## src/rtl/data_mem_arbiter.sv

```systemverilog
// Two-port arbiter in front of a single-port data memory with a one-cycle registered read.
// Port A is the CPU MEM stage and port B is the loader/debug master; only one access is in flight at a time.
module data_mem_arbiter #(
  parameter int DATA_BITS  = 64,
  parameter int ADDR_BITS  = 10,
  parameter int FIXED_PRIO = 0
) (
  input  logic                 clk,
  input  logic                 rst_n,
  input  logic                 a_req,
  input  logic                 a_wr,
  input  logic [ADDR_BITS-1:0] a_addr,
  input  logic [DATA_BITS-1:0] a_wdata,
  output logic                 a_gnt,
  output logic                 a_done,
  output logic [DATA_BITS-1:0] a_rdata,
  input  logic                 b_req,
  input  logic                 b_wr,
  input  logic [ADDR_BITS-1:0] b_addr,
  input  logic [DATA_BITS-1:0] b_wdata,
  output logic                 b_gnt,
  output logic                 b_done,
  output logic [DATA_BITS-1:0] b_rdata,
  output logic                 mem_en,
  output logic                 mem_wr,
  output logic [ADDR_BITS-1:0] mem_addr,
  output logic [DATA_BITS-1:0] mem_d_in,
  input  logic [DATA_BITS-1:0] mem_d_out,
  output logic [1:0]           dbg_state
);

  localparam logic [1:0] IDLE = 2'd0;
  localparam logic [1:0] CMD  = 2'd1;
  localparam logic [1:0] RESP = 2'd2;

  localparam logic OWN_A = 1'b0;
  localparam logic OWN_B = 1'b1;

  // Handshake: a requester holds req (and keeps wr/addr/wdata stable) until it
  // sees gnt, then drops req the next cycle. gnt and done are one-cycle pulses
  // decoded from registered state, so nothing combinational runs from req to outputs.

  logic [1:0]           state_q, state_d;
  logic                 owner_q, owner_d;
  logic                 last_owner_q, last_owner_d;
  logic                 cmd_wr_q, cmd_wr_d;
  logic [ADDR_BITS-1:0] cmd_addr_q, cmd_addr_d;
  logic [DATA_BITS-1:0] cmd_wdata_q, cmd_wdata_d;

  logic arb_last;
  logic win_b;
  logic load;

  always_comb begin
    state_d      = state_q;
    owner_d      = owner_q;
    last_owner_d = last_owner_q;
    cmd_wr_d     = cmd_wr_q;
    cmd_addr_d   = cmd_addr_q;
    cmd_wdata_d  = cmd_wdata_q;
    load         = 1'b0;

    // In RESP the access now finishing counts as the most recent owner.
    arb_last = (state_q == RESP) ? owner_q : last_owner_q;
    if (a_req && b_req) begin
      win_b = (FIXED_PRIO != 0) ? 1'b0 : (arb_last == OWN_A);
    end else begin
      win_b = b_req;
    end

    case (state_q)
      IDLE: begin
        if (a_req || b_req) load = 1'b1;
      end
      CMD: begin
        state_d = RESP;
      end
      RESP: begin
        last_owner_d = owner_q;
        if (a_req || b_req) load = 1'b1;
        else state_d = IDLE;
      end
      default: begin
        state_d = IDLE;
      end
    endcase

    if (load) begin
      state_d     = CMD;
      owner_d     = win_b ? OWN_B : OWN_A;
      cmd_wr_d    = win_b ? b_wr    : a_wr;
      cmd_addr_d  = win_b ? b_addr  : a_addr;
      cmd_wdata_d = win_b ? b_wdata : a_wdata;
    end
  end

  always_ff @(posedge clk or negedge rst_n) begin
    if (!rst_n) begin
      state_q      <= IDLE;
      owner_q      <= OWN_A;
      last_owner_q <= OWN_B;
      cmd_wr_q     <= 1'b0;
      cmd_addr_q   <= '0;
      cmd_wdata_q  <= '0;
    end else begin
      state_q      <= state_d;
      owner_q      <= owner_d;
      last_owner_q <= last_owner_d;
      cmd_wr_q     <= cmd_wr_d;
      cmd_addr_q   <= cmd_addr_d;
      cmd_wdata_q  <= cmd_wdata_d;
    end
  end

  assign mem_en    = (state_q == CMD);
  assign mem_wr    = (state_q == CMD) && cmd_wr_q;
  assign mem_addr  = cmd_addr_q;
  assign mem_d_in  = cmd_wdata_q;

  assign a_gnt     = (state_q == CMD)  && (owner_q == OWN_A);
  assign b_gnt     = (state_q == CMD)  && (owner_q == OWN_B);
  assign a_done    = (state_q == RESP) && (owner_q == OWN_A);
  assign b_done    = (state_q == RESP) && (owner_q == OWN_B);
  assign a_rdata   = a_done ? mem_d_out : '0;
  assign b_rdata   = b_done ? mem_d_out : '0;

  assign dbg_state = state_q;

endmodule

```

## config.mk

```make
export PLATFORM = sky130hd
export DESIGN_NAME = data_mem_arbiter
export DESIGN_NICKNAME = d
export VERILOG_FILES = /design/src/rtl/data_mem_arbiter.sv
export SDC_FILE = /design/constraint.sdc
export NUM_CORES = 1
export LEC_CHECK = 0
export ABC_AREA = 1
export ABC_CLOCK_PERIOD_IN_PS = 3100
export CORE_AREA = 2 2 165 167
export DETAILED_ROUTE_END_ITERATION = 7
export DIE_AREA = 0 0 167 169
export PLACE_DENSITY = 0.53
export RECOVER_POWER = 25
export SYNTH_ARGS = -nofsm -noshare
export SYNTH_HDL_FRONTEND = slang
export SYNTH_SLANG_ARGS = --single-unit
```

## constraint.sdc

```tcl
create_clock -name clk -period 3.1 [get_ports clk]
set_clock_uncertainty 0.2 [all_clocks]
set_input_delay 0.465 -clock clk [delete_from_list [all_inputs] [get_ports clk]]
set_output_delay 0.465 -clock clk [all_outputs]
set_load 0.005 [all_outputs]
```

==> flow_metrics.env <==
export IMPL_pwr_density_cell_nw_per_um2=441.7
export IMPL_vias_per_cell=4.067
export IMPL_die_area_um2=28220
export IMPL_crit_required_ns=2.43
export IMPL_h_tree_depth=3
export IMPL_syn_cell_area_um2=5224
export IMPL_routed_wl_met3_mm=1.556
export IMPL_ys_seq_area_share_pct=37.87
export IMPL_post_cts_buffers=0
export IMPL_clk_pin_slew_ns=0.06
export IMPL_yosysWarnings=0
export IMPL_slowest_delay_ns=0.54
export IMPL_max_slew_margin_pct=-27.22
export IMPL_vias=6588
export IMPL_ir_drop_uv=251.9
export IMPL_cts_tree="built"
export IMPL_ys_seq_elements=79
export IMPL_top_layer="met4"
export IMPL_sw_frac_of_total_pct=32.59
export IMPL_die_w_um=167
export IMPL_clk_latency_ns=0.34
export IMPL_avgSynthCellArea_um2=5.991
export IMPL_grt_pass1_vias=6256
export IMPL_path_max_fanout=58
export IMPL_synth_top_area_share_pct=37.37
export IMPL_drv_cap=1
export IMPL_synthCells=872
export IMPL_synth_cell_type_count=16
export IMPL_fillers=2875
export IMPL_die_h_um=169
export IMPL_dr_pass1_iters=7
export IMPL_setup_violations=0
export IMPL_path_class="register to output pin"
export IMPL_crit_path_end_kind="output pin"
export IMPL_tightest_slew_ns=1.908
export IMPL_clockBufferDepth=2
export IMPL_core_um2=26500
export IMPL_arrival_ns=2.28
export IMPL_p_int_w=0.003012
export IMPL_drtIter0Drc=291
export IMPL_cts_made_buffers=9
export IMPL_ys_top_cells_by_area="dfrtp_1 (37%), nand2_1 (16%), inv_1 (16%)"
export IMPL_finalSetupTns_ns=0
export IMPL_syn_nets=1090
export IMPL_post_route_period_util_pct=94.91
export IMPL_dp_hpwl_mm=20.96
export IMPL_port_buffers=427
export IMPL_syn_to_final_growth_pct=93.63
export IMPL_drive_gt1_share_pct=2.749
export IMPL_start_util_pct=19.71
export IMPL_synth_largest_area_cell="dfrtp_1"
export IMPL_run_status="finished, violations left"
export IMPL_row_count=60
export IMPL_switchingPower_w=0.001456
export IMPL_final_util_pct=38.17
export IMPL_power_share_clock_pct=25.8
export IMPL_power_leakage_nw=5.221
export IMPL_seqPwrFrac_pct=31.6
export IMPL_min_path_type="register to register"
export IMPL_place_gp_congestion=0.8719
export IMPL_final_common_cell="clkdlybuf4s50_1"
export IMPL_drt_met1_wl_mm=9.947
export IMPL_fmax_mhz=339.9
export IMPL_fin_nets=1487
export IMPL_drcViolationCount=0
export IMPL_clock_sinks=79
export IMPL_cp_cell_sequence="inv_2 > nand3_2 > buf_4 > nor2_1 > clkdlybuf4s50_1"
export IMPL_slowest_stage="clkdlybuf4s50_1"
export IMPL_ant_nets=0
export IMPL_routed_wl_mm=26.00
export IMPL_finalMaxSlewViolations=31
export IMPL_grt_pass1_wl_mm=38.67
export IMPL_antenna_found_initial=6
export IMPL_grt_ovfl_total=0
export IMPL_critPathLaunchType="register"
export IMPL_hold_viol_final=0
export IMPL_violations="capacitance limit, slew limit"
export IMPL_root_buffer="clkbuf_16"
export IMPL_wl_per_cell_um=16.05
export IMPL_p_total_w=0.004468
export IMPL_rsz0062_at_grt="no"
export IMPL_finalCriticalPeriod_ns=2.942
export IMPL_ios=428
export IMPL_grt_max_degree=77
export IMPL_grtUsageTotal_pct=17.92
export IMPL_layout_common_cells="clkdlybuf4s50_1 (415), nand2_1 (228), inv_1 (219)"
export IMPL_wl_met2_mm=13.80
export IMPL_comb_power_share_pct=42.6
-- worst max-delay path, delay by kind of cell, from the launching register on --
family	cells	cell delay [ns]
buffers and inverters	3	1.06
AND/OR/NAND/NOR	2	0.43
flip-flops	1	0.40
-- flip-flops by register name, summed over array words and instances (netlist names) --
signal	cells
mem_addr	10
owner_q	1
last_owner_q	1
dbg_state	2
mem_d_in	64
cmd_wr_q	1
-- through the flow --
stage	hold slack (ns)	instances	cell area (um^2)	setup slack (ns)
floorplan	-0.03059	872	5224	1.288
global placement	0.2437	1598	9794	0.5156
detailed placement	0.2420	1598	9794	0.3983
CTS	0.2803	1614	10120	0.01790
global route	0.2879	1618	10110	0.03319
finish	0.2726	1620	10110	0.1579
-- cells by family after synthesis --
| kind of cell | count (synthesis) | share of synthesized area [%] |
|---|---|---|
| buffers and inverters | 275 | 20.98 |
| AO/OA/AOI/OAI | 3 | 0.3591 |
| AND/OR/NAND/NOR | 515 | 40.79 |
| flip-flops | 79 | 37.87 |
-- timing repair --
action	in CTS	in global routing
endpoints found under the hold margin	30	0
setup endpoints to repair	0	64
hold buffers	1	0
gates resized for setup	0	2
-- Yosys cell counts (all sizes together) --
library cell,count
nand2,229
inv,222
nand3,152
nor2,134
dfrtp,78
buf,36
clkbuf,17
o21ai,2
a21oi,1
dfstp,1
-- path summary, 6_finish.rpt --
check	from	endpoint	slack (ns)	cells past startpoint
min reg2reg	mem_addr[4]	mem_addr[4]	0.27	2
max reg2reg	dbg_state[0]	mem_addr[7]	0.86	8
max in group asynchronous	rst_n	last_owner_q	0.59	3
min	mem_addr[4]	mem_addr[4]	0.27	2
max	dbg_state[0]	a_rdata[58]	0.16	5
min in group asynchronous	rst_n	mem_d_in[37]	0.99	2
-- power groups by stage --
| stage | clock network, W | logic, W | registers, W |
|---|---|---|---|
| CTS | 0.00119 | 0.00196 | 0.00142 |
| global placement | 0 | 0.00196 | 0.00142 |
| finish | 0.00115 | 0.00190 | 0.00141 |
| floorplan | 0 | 0.000690 | 0.00145 |
| detailed placement | 0 | 0.00196 | 0.00143 |
| global route | 0.00122 | 0.00209 | 0.00145 |
-- per-layer routing --
layer	vias to the layer above	global-route usage, %
li1	3309	-
met1	3000	20.30
met2	251	33.06
met3	28	3.437
met4	0	7.121
met5	-	0
-- area by class of cell --
type	count	area [um^2]	area share, %
repair buffers	439	4378	43.28
well taps	341	426.7	4.218
flip-flops and latches	79	1978	19.56
diodes	6	15.01	0.1484
inverters	222	835.8	8.263
clock inverters	6	86.33	0.8535
clock buffers	9	225.2	2.227
multi-input cells	518	2170	21.45
No activity file was read; power rests on OpenSTA's default activity.
